===== src/rtl/dmem_pkg.sv =====
// Shared types and constants for the data-memory responder.
package dmem_pkg;

  localparam int DATA_W  = 32;
  localparam int LAT_MIN = 1;
  localparam int LAT_MAX = 7;

  typedef enum logic [1:0] {
    IDLE = 2'd0,
    BUSY = 2'd1,
    RESP = 2'd2
  } state_e;

  // Request fields captured on the accepting edge.
  typedef struct packed {
    logic              write;
    logic              is_byte;
    logic [DATA_W-1:0] addr;
    logic [DATA_W-1:0] wdata;
  } req_t;

  // One-hot byte-lane enable for a byte access at lane sel.
  function automatic logic [3:0] lane_mask(input logic [1:0] sel);
    return 4'b0001 << sel;
  endfunction

endpackage


===== src/rtl/dmem_array.sv =====
// Word-organised data array: byte-lane synchronous write, combinational read.
// Contents are deliberately not reset.
module dmem_array
  import dmem_pkg::*;
#(
  parameter int DEPTH_WORDS = 64,
  parameter int AW          = $clog2(DEPTH_WORDS)
) (
  input  logic              clk,
  input  logic [3:0]        we,
  input  logic [AW-1:0]     waddr,
  input  logic [DATA_W-1:0] wdata,
  input  logic [AW-1:0]     raddr,
  output logic [DATA_W-1:0] rdata
);

  logic [3:0][7:0] mem [DEPTH_WORDS];

  // Write each enabled byte lane on the rising edge.
  always_ff @(posedge clk) begin
    for (int b = 0; b < 4; b++) begin
      if (we[b]) mem[waddr][b] <= wdata[8*b +: 8];
    end
  end

  assign rdata = mem[raddr];

endmodule


===== src/rtl/dmem_responder.sv =====
// Memory-stage responder: accepts one load/store at a time, answers after a
// fixed latency, and raises stall while the pipeline must hold.
module dmem_responder
  import dmem_pkg::*;
#(
  parameter int DEPTH_WORDS = 64,
  parameter int LATENCY     = 2
) (
  input  logic        clk,
  input  logic        reset,
  input  logic        req_valid,
  input  logic        req_write,
  input  logic        req_byte,
  input  logic [31:0] req_addr,
  input  logic [31:0] req_wdata,
  output logic        req_ready,
  output logic        rsp_valid,
  output logic [31:0] rsp_rdata,
  output logic        rsp_err,
  output logic        stall
);

  localparam int AW = $clog2(DEPTH_WORDS);
  // Keep the latency inside what the 3-bit counter can express.
  localparam int LAT_C = (LATENCY < LAT_MIN) ? LAT_MIN :
                         (LATENCY > LAT_MAX) ? LAT_MAX : LATENCY;
  localparam logic [2:0]  CNT_INIT = (LAT_C >= 2) ? 3'(LAT_C - 2) : 3'd0;
  localparam logic [29:0] DEPTH_L  = 30'(DEPTH_WORDS);

  state_e      state_q, state_d;
  logic [2:0]  cnt_q, cnt_d;
  req_t        req_q, req_d;

  logic              fault;
  logic [3:0]        arr_we;
  logic [DATA_W-1:0] arr_wdata;
  logic [DATA_W-1:0] arr_rdata;
  logic [DATA_W-1:0] rd_shift;

  // Next-state: latch the request in IDLE, count down in BUSY, one RESP cycle.
  always_comb begin
    state_d = state_q;
    cnt_d   = cnt_q;
    req_d   = req_q;
    unique case (state_q)
      IDLE: begin
        if (req_valid) begin
          req_d = '{write: req_write, is_byte: req_byte,
                    addr: req_addr, wdata: req_wdata};
          if (LAT_C == 1) begin
            state_d = RESP;
          end else begin
            state_d = BUSY;
            cnt_d   = CNT_INIT;
          end
        end
      end
      BUSY: begin
        if (cnt_q == 3'd0) state_d = RESP;
        else               cnt_d   = cnt_q - 3'd1;
      end
      RESP:    state_d = IDLE;
      default: state_d = IDLE;
    endcase
  end

  // State, counter and captured request; reset aborts any access in flight.
  always_ff @(posedge clk or negedge reset) begin
    if (!reset) begin
      state_q <= IDLE;
      cnt_q   <= 3'd0;
      req_q   <= '0;
    end else begin
      state_q <= state_d;
      cnt_q   <= cnt_d;
      req_q   <= req_d;
    end
  end

  // Handshake, fault detection, load lane extraction and store lane enables.
  always_comb begin
    req_ready = (state_q == IDLE);
    stall     = ((state_q == IDLE) && req_valid) || (state_q == BUSY);
    rsp_valid = (state_q == RESP);

    fault = (!req_q.is_byte && (req_q.addr[1:0] != 2'b00)) ||
            (req_q.addr[31:2] >= DEPTH_L);

    rd_shift  = arr_rdata >> {req_q.addr[1:0], 3'b000};
    rsp_err   = rsp_valid && fault;
    rsp_rdata = '0;
    if (rsp_valid && !fault && !req_q.write)
      rsp_rdata = req_q.is_byte ? {24'h0, rd_shift[7:0]} : arr_rdata;

    arr_we = 4'h0;
    if (rsp_valid && req_q.write && !fault)
      arr_we = req_q.is_byte ? lane_mask(req_q.addr[1:0]) : 4'hF;
    arr_wdata = req_q.is_byte ? {4{req_q.wdata[7:0]}} : req_q.wdata;
  end

  dmem_array #(
    .DEPTH_WORDS(DEPTH_WORDS),
    .AW         (AW)
  ) u_array (
    .clk  (clk),
    .we   (arr_we),
    .waddr(req_q.addr[AW+1:2]),
    .wdata(arr_wdata),
    .raddr(req_q.addr[AW+1:2]),
    .rdata(arr_rdata)
  );

endmodule

===== config.mk =====
export PLATFORM = sky130hd
export DESIGN_NAME = dmem_responder
export DESIGN_NICKNAME = d
export VERILOG_FILES = /design/src/rtl/dmem_pkg.sv /design/src/rtl/dmem_array.sv /design/src/rtl/dmem_responder.sv
export SDC_FILE = /design/constraint.sdc
export NUM_CORES = 2
export LEC_CHECK = 0
export CAP_MARGIN = 10
export CORE_MARGIN = 2
export CORE_UTILIZATION = 45
export DETAILED_ROUTE_END_ITERATION = 6
export SYNTH_ARGS = -nofsm -noshare
export SYNTH_HDL_FRONTEND = slang
export SYNTH_SLANG_ARGS = --single-unit

===== constraint.sdc =====
create_clock -name clk -period 5.9 [get_ports clk]
set_input_delay 0.59 -clock clk [delete_from_list [all_inputs] [get_ports clk]]
set_output_delay 0.59 -clock clk [all_outputs]
set_load 0.05 [all_outputs]

Yosys cells after proc, flatten, opt, wreduce, memory -nomap -nowiden

Memories as Yosys holds them, arrays and structs flattened.
Cells that the tools add are included.

Register bits after elaboration: 71
RAM bits: 2,048
Input port bits: 69
Output and inout bits: 36
Word-level logic and storage cells: 54
Memories: 1

Add/subtract/negate cells: 1
Order comparisons: 1
Equal/unequal tests: 5
Shift-type cells: 2
Muxes and demuxes: 19
Reductions and logical operators: 19

Memories:

| name        | depth | width | read ports | clocked after Yosys merged registers in | wr ports | RTL line         | source |
|---|---|---|---|---|---|---|---|
| u_array.mem | 64    | 32    | 1          | 0                                       | 1        | dmem_array.sv:17 | `logic [3:0][7:0] mem [DEPTH_WORDS];` |

Operators by type and width:

| kind                  | number |
|---|---|
| $mux W32              | 3 |
| $shr A32 B5 Y8        | 1 |
| $ge A30 B7 Y1 const B | 1 |
| $mux W1               | 8 |
| $mux W4               | 2 |
| $logic_and A1 B1 Y1   | 7 |
| $mux W3               | 2 |
| $ne A2 B2 Y1 const B  | 3 |
| $pmux W3 S2           | 1 |
| $mux W2               | 2 |
| $pmux W2 S2           | 1 |
| $reduce_and A2 Y1     | 2 |
| $reduce_bool A2 Y1    | 2 |
| $shl A1 B2 Y4 const A | 1 |
| $logic_not A1 Y1      | 3 |
| $logic_not A3 Y1      | 1 |
| $reduce_and A3 Y1     | 1 |
| $sub A3 B1 Y3 const B | 1 |
| $eq A2 B1 Y1 const B  | 1 |
| $eq A2 B2 Y1 const B  | 1 |
| $logic_not A2 Y1      | 1 |
| $logic_or A1 B1 Y1    | 2 |

Longest topological paths before layout

Depth after elaboration: 8
Depth in mapped cells: 14
Depth with buffers taken out: 8

By module

A second synthesis with hierarchy kept.

Cells, all modules: 4,380
Area total of the unflattened synthesis: 84,667.5 um2

By module, submodules not included:

| module         | times used | cells an instance | area each (um2) | sequential area each (um2) |
|---|---|---|---|---|
| dmem_array     | 1          | 3,917             | 80,996.4        | 61,499.0 |
| dmem_responder | 1          | 463               | 3,671.0         | 1,776.7 |

Least setup slack after synthesis

Ideal clock, no wire load.

Path kind: reg-to-output
From: register req_q[36] (netlist bit)
To: output port rsp_rdata[4]
Arrival: 3,756 ps
Data required time: 5,310 ps
Slack: 1,554 ps
Cell stages (with the launch flop): 13
Path buffers: 5
Cell sequence: dfrtp_1 -> buf_6 -> buf_6 -> buf_4 -> buf_4 -> buf_4 -> nand2_1 -> o221ai_1 -> o21ai_0 -> o221ai_1 -> a211oi_1 -> a41oi_1 -> a2111oi_1

Cells in the longest elaborated chain, start to end: 6
Elaborated cells on any way between the ends: 9
Those cells by class: order compare: 1; shift: 1; mux: 2; reduce/logical: 4; memory: 1

Ends and longest elaborated chain:

| item                                                                    | RTL line             | source |
|---|---|---|
| start: declaration                                                      | dmem_responder.sv:32 | `req_t req_q, req_d;` |
| start signal: assignment                                                | dmem_responder.sv:76 | `req_q <= req_d;` |
| parallel branches: the longest is 5 deep, another holds $mem_v2 Z64 W32 | --                   |  |
| $mux W32 (*)                                                            | dmem_responder.sv:92 | `if (rsp_valid && !fault && !req_q.write)` |
| end: declaration                                                        | dmem_responder.sv:18 | `output logic [31:0] rsp_rdata,` |

Every way passes the cells marked *.

Final worst setup path

From: register req_q[35] (netlist bit)
To: output port rsp_rdata[2]

Same word-level chain as after synthesis.

==> results by group <==
Logic synthesis
  • Post-synth top flop: edfxtp_1
  • #FFs+latches synth: 2,119
  • Number of flops mapped to enable cells by yosys: between 2,000 and 2,500
  • Syn Nets: approximately 4,900
  • Yosys cell types: between 80 and 90
  • Cell area after synthesis: approximately 80,000 um2
  • Post-synthesis sequential area ratio: 77.3%
  • Mapped Cells: slightly below 5,000
  • Asr flop ratio synth: between 3 and 4%
  • YS warnings: 0
  • Avg Cell Area, Syn: ~17 um2

Cells and area
  • Layout net count: approximately 5,200
  • Finished Cell Area: ~94,000 um2
  • Share of layout cells above drive strength 1: between 15 and 20%
  • Layout overhead on the synthesized area: 14.4%
  • Final Non-Filler Cells: 7,674
  • Util after Layout: between 50 and 60%

Place
  • Port-buffer cells: approximately 100
  • Inst Count DP: approximately 7,300
  • Post-DP HPWL: approximately 180,000 um
  • Post-DP Area: around 87,000 um2
  • RePlAce Congestion: about 0.95

Global routing
  • Global-route wire length before repair: about 380,000 um
  • Busiest grt layer: met2
  • Met1 usage: 39.5%
  • Antenna violations before repair: 10
  • Met3 usage: roughly 8.0%
  • Global-route usage over all layers: between 20 and 30%
  • Met2 usage: between 40% and 50%
  • Total grt overflow: 0
  • Pin count of the biggest net entering global routing: 80
  • Number of global-route vias before repair: about 48,000

Die
  • Die area: 185,000 um2
  • Die Ht: 431 um
  • Boundary Pins: 105
  • CORE AREA: ~180,000 um2
  • Die Wd: about 430 um
  • Initial Utilization: a little under half
  • Cell row count: 156

Clock tree
  • Num CTS Buffers: about 210
  • Clock sink count: about 2,100
  • Clk Latency, worst-skew pair: a little under 0.9 ns
  • Clock transition at the registers of the reported paths: 0.06 ns
  • Clock tree root buffer cell: clkbuf_16
  • CTS H-Tree Depth: 4
  • CTS tree: yes
  • Max Buffers Root-to-Sink: 3

Power and ir drop
  • Pwr Total: 50.0 mW
  • Switch share: a little under two fifths
  • Flop pwr share: roughly 40%
  • Psw: between 15 and 20 mW
  • VDD IR-drop max: approximately 380 uV
  • Combinational share of power: approximately a third
  • P_int: roughly 31 mW
  • Reported leakage power: 29.8 nW
  • PD cells: approximately 530 nW/um2
  • Clock share of power: 26.1%

Critical path
  • Critical path arrival: 5.44 ns
  • Critical path class: reg2out
  • Critical R2R Launch: req_q[41]$_DFFE_PN0P_
  • Critical Path RT: roughly 5.3 ns
  • Startpoint types: register
  • Reg-to-reg endpoint: u_array.mem[1][29]$_DFFE_PP_
  • Worst Setup End Kind: output pin
  • Largest fanout on the critical path: 25
  • Reg-to-reg slack, setup: 1.53 ns
  • Worst Reg2Reg Path Length in Cells: 7

STA
  • Final setup viols: 2
  • Final period util: 102%
  • Max transition margin: slightly below 9%
  • Slew @ Worst Pin: ~1.4 ns
  • Setup TNS: -0.176 ns
  • Post-layout minimum cycle time: 6.04 ns
  • RSZ-0062 raised after global routing: no
  • Final worst-path setup slack: -0.135 ns
  • Fin Clk Skew: 0.0462 ns
  • Fmax: 166 MHz
  • Final hold viol count: 0
  • Max-slew violations: 0

Run
  • Max-Cap Viols: 0

Hold path
  • Hold WC Path Type: in2async

Detailed routing
  • Total Wirelength: roughly 280,000 um
  • Vias per std cell: between 6 and 7
  • DR pass1 iterations: 6
  • Final antenna-violating net count: 0
  • Routed vias: approximately 50,000
  • DR iter-0 viols: roughly 8,100
  • Wire length per cell: around 36 um
  • Post-route DRC: 0

Status
  • Outcome: finished with violations
  • Failing checks: setup timing
[power by group through the flow]
stage               Sequential [mW]  Clock, mW  Combinational [mW]
floorplan                      20.6          0                8.28
global placement               20.2          0                16.2
detailed placement             20.2          0                16.4
CTS                            19.8       13.1                16.5
global route                   19.9       13.7                17.4
finish                         19.8       13.1                17.1
[through the flow]
step / setup WS, ns / hold slack [ns]
global placement: 0.396 / 0.456
global route: 0.0268 / 0.235
CTS: 0.0163 / 0.205
floorplan: 1.55 / 0.294
finish: -0.135 / 0.218
detailed placement: 0.426 / 0.455
[worst max-delay path by stage]
stage	end	cells after the start	slack, ns	from
after floorplan	rsp_rdata[4]	12	1.55	req_q[36]$_DFFE_PN0P_
after global placement	rsp_rdata[1]	10	0.40	req_q[36]$_DFFE_PN0P_
after detailed placement	rsp_rdata[1]	10	0.43	req_q[36]$_DFFE_PN0P_
after CTS	rsp_rdata[15]	10	0.02	req_q[34]$_DFFE_PN0P_
after global routing	rsp_rdata[2]	10	0.03	req_q[35]$_DFFE_PN0P_
final	rsp_rdata[2]	11	-0.14	req_q[35]$_DFFE_PN0P_
[state kept, by name, indices dropped and copies added, names as in the netlist]
signal,cells
u_array.mem,2048
req_q,66
cnt_q,3
state_q,2
[layout by cell type (no fill, tap or decap), types with 10 or more instances in the layout]
| cell type | n |
|---|---|
| edfxtp_1 | 2048 |
| nor2_1 | 345 |
| nand2_1 | 296 |
| buf_4 | 277 |
| o22ai_1 | 228 |
| a22oi_1 | 223 |
| clkbuf_16 | 214 |
| mux2i_1 | 203 |
| o21ai_0 | 133 |
| a221oi_1 | 132 |
| a21oi_1 | 128 |
| mux2_2 | 118 |
| clkdlybuf4s50_1 | 82 |
| mux4_2 | 74 |
| clkbuf_1 | 59 |
| dfrtp_1 | 59 |
| a22o_1 | 55 |
| clkinv_1 | 53 |
| o221ai_1 | 45 |
| a31oi_1 | 42 |
| nor4_1 | 33 |
| buf_12 | 30 |
| nor3_1 | 28 |
| inv_1 | 28 |
| clkinv_2 | 25 |
| o21ai_4 | 24 |
| a221o_1 | 20 |
| nand4_1 | 18 |
| nand3_1 | 15 |
| a211oi_1 | 14 |
| bufinv_16 | 14 |
| nor2b_1 | 12 |
| diode_2 | 10 |
[layout make-up]
type                    count  area (um2)
fillers                 14700       87100
flip-flops and latches   2119       63300
multi-input cells        2367       17100
clock buffers             273        5580
repair buffers            392        3530
well taps                2370        2970
clock inverters           111        1040
inverters                  32         125
diodes                     10        25.0
[kinds of logic after synthesis]
| family | Yosys count | share of synthesized area (%) |
|---|---|---|
| buffers and inverters | 366 | 2.40 |
| AOI/OAI and AO/OA | 1127 | 9.65 |
| muxes | 395 | 6.14 |
| DFF | 2119 | 77.3 |
| adders and majority gates | 2 | 0.0306 |
| and+or+nand+nor | 842 | 4.51 |
[layer usage]
layer  wire (um)  up-vias  part of all wire (%)
met5          19        -                0.0068
met4       16800        4                   6.0
met3       33000      678                    12
met2      124000     3437                    45
met1      104000    25800                    37
li1            -    20100                     -
[cell usage after synthesis (6+ instances only)]
library cell  instances  area share (%)
a211oi_1             14            0.13
a22o_1               55            0.59
o22a_1                9           0.096
o211ai_1              8           0.073
o22ai_1             228             1.7
buf_4                57            0.52
buf_2                99            0.61
nand3_1              16           0.098
o2bb2ai_1             9           0.096
a222oi_1              8           0.098
a31oi_1              42            0.32
o221ai_1             45            0.48
a21oi_1             128            0.78
mux2_2              118             1.6
o31ai_1               6           0.055
buf_1                23            0.11
and3_1                7           0.053
nand2_1             299             1.4
nand2b_1             12           0.092
mux2i_1             203             2.5
nor4_1               33            0.25
buf_6                34            0.47
nor2_1              356             1.6
nand4_1              18            0.14
edfxtp_1           2048              75
or4_1                 7           0.064
nor2b_1              18            0.14
clkbuf_1            121            0.55
inv_1                30            0.14
a221oi_1            132             1.4
mux4_2               74             2.0
dfrtp_1              71             2.2
nor3_1               30            0.18
a22oi_1             223             2.0
a221o_1              20            0.24
and2_1                7           0.053
o21ai_0             157            0.96
[critical path, stage by stage (launching register included)]
cell,delay [ns]
dfrtp_4,0.69
buf_4,0.40
or2_2,0.59
o22ai_1,0.19
a31o_2,0.26
o21ai_0,0.31
o21ai_0,0.30
nor4b_1,0.61
buf_4,0.22
mux2i_1,0.32
o221a_1,0.43
buf_4,0.21
[timing repair]
| item | in CTS | in global routing |
|---|---|---|
| endpoints found under the hold margin | 21 | 0 |
| cloned | 0 | 1 |
| hold buffers | 1 | 0 |
| setup buffers | 1 | 3 |
| resized for setup | 3 | 2 |
| setup endpoints to repair | 5 | 5 |
| pin swaps | 1 | 2 |
Power figures use the tool's default switching activity.
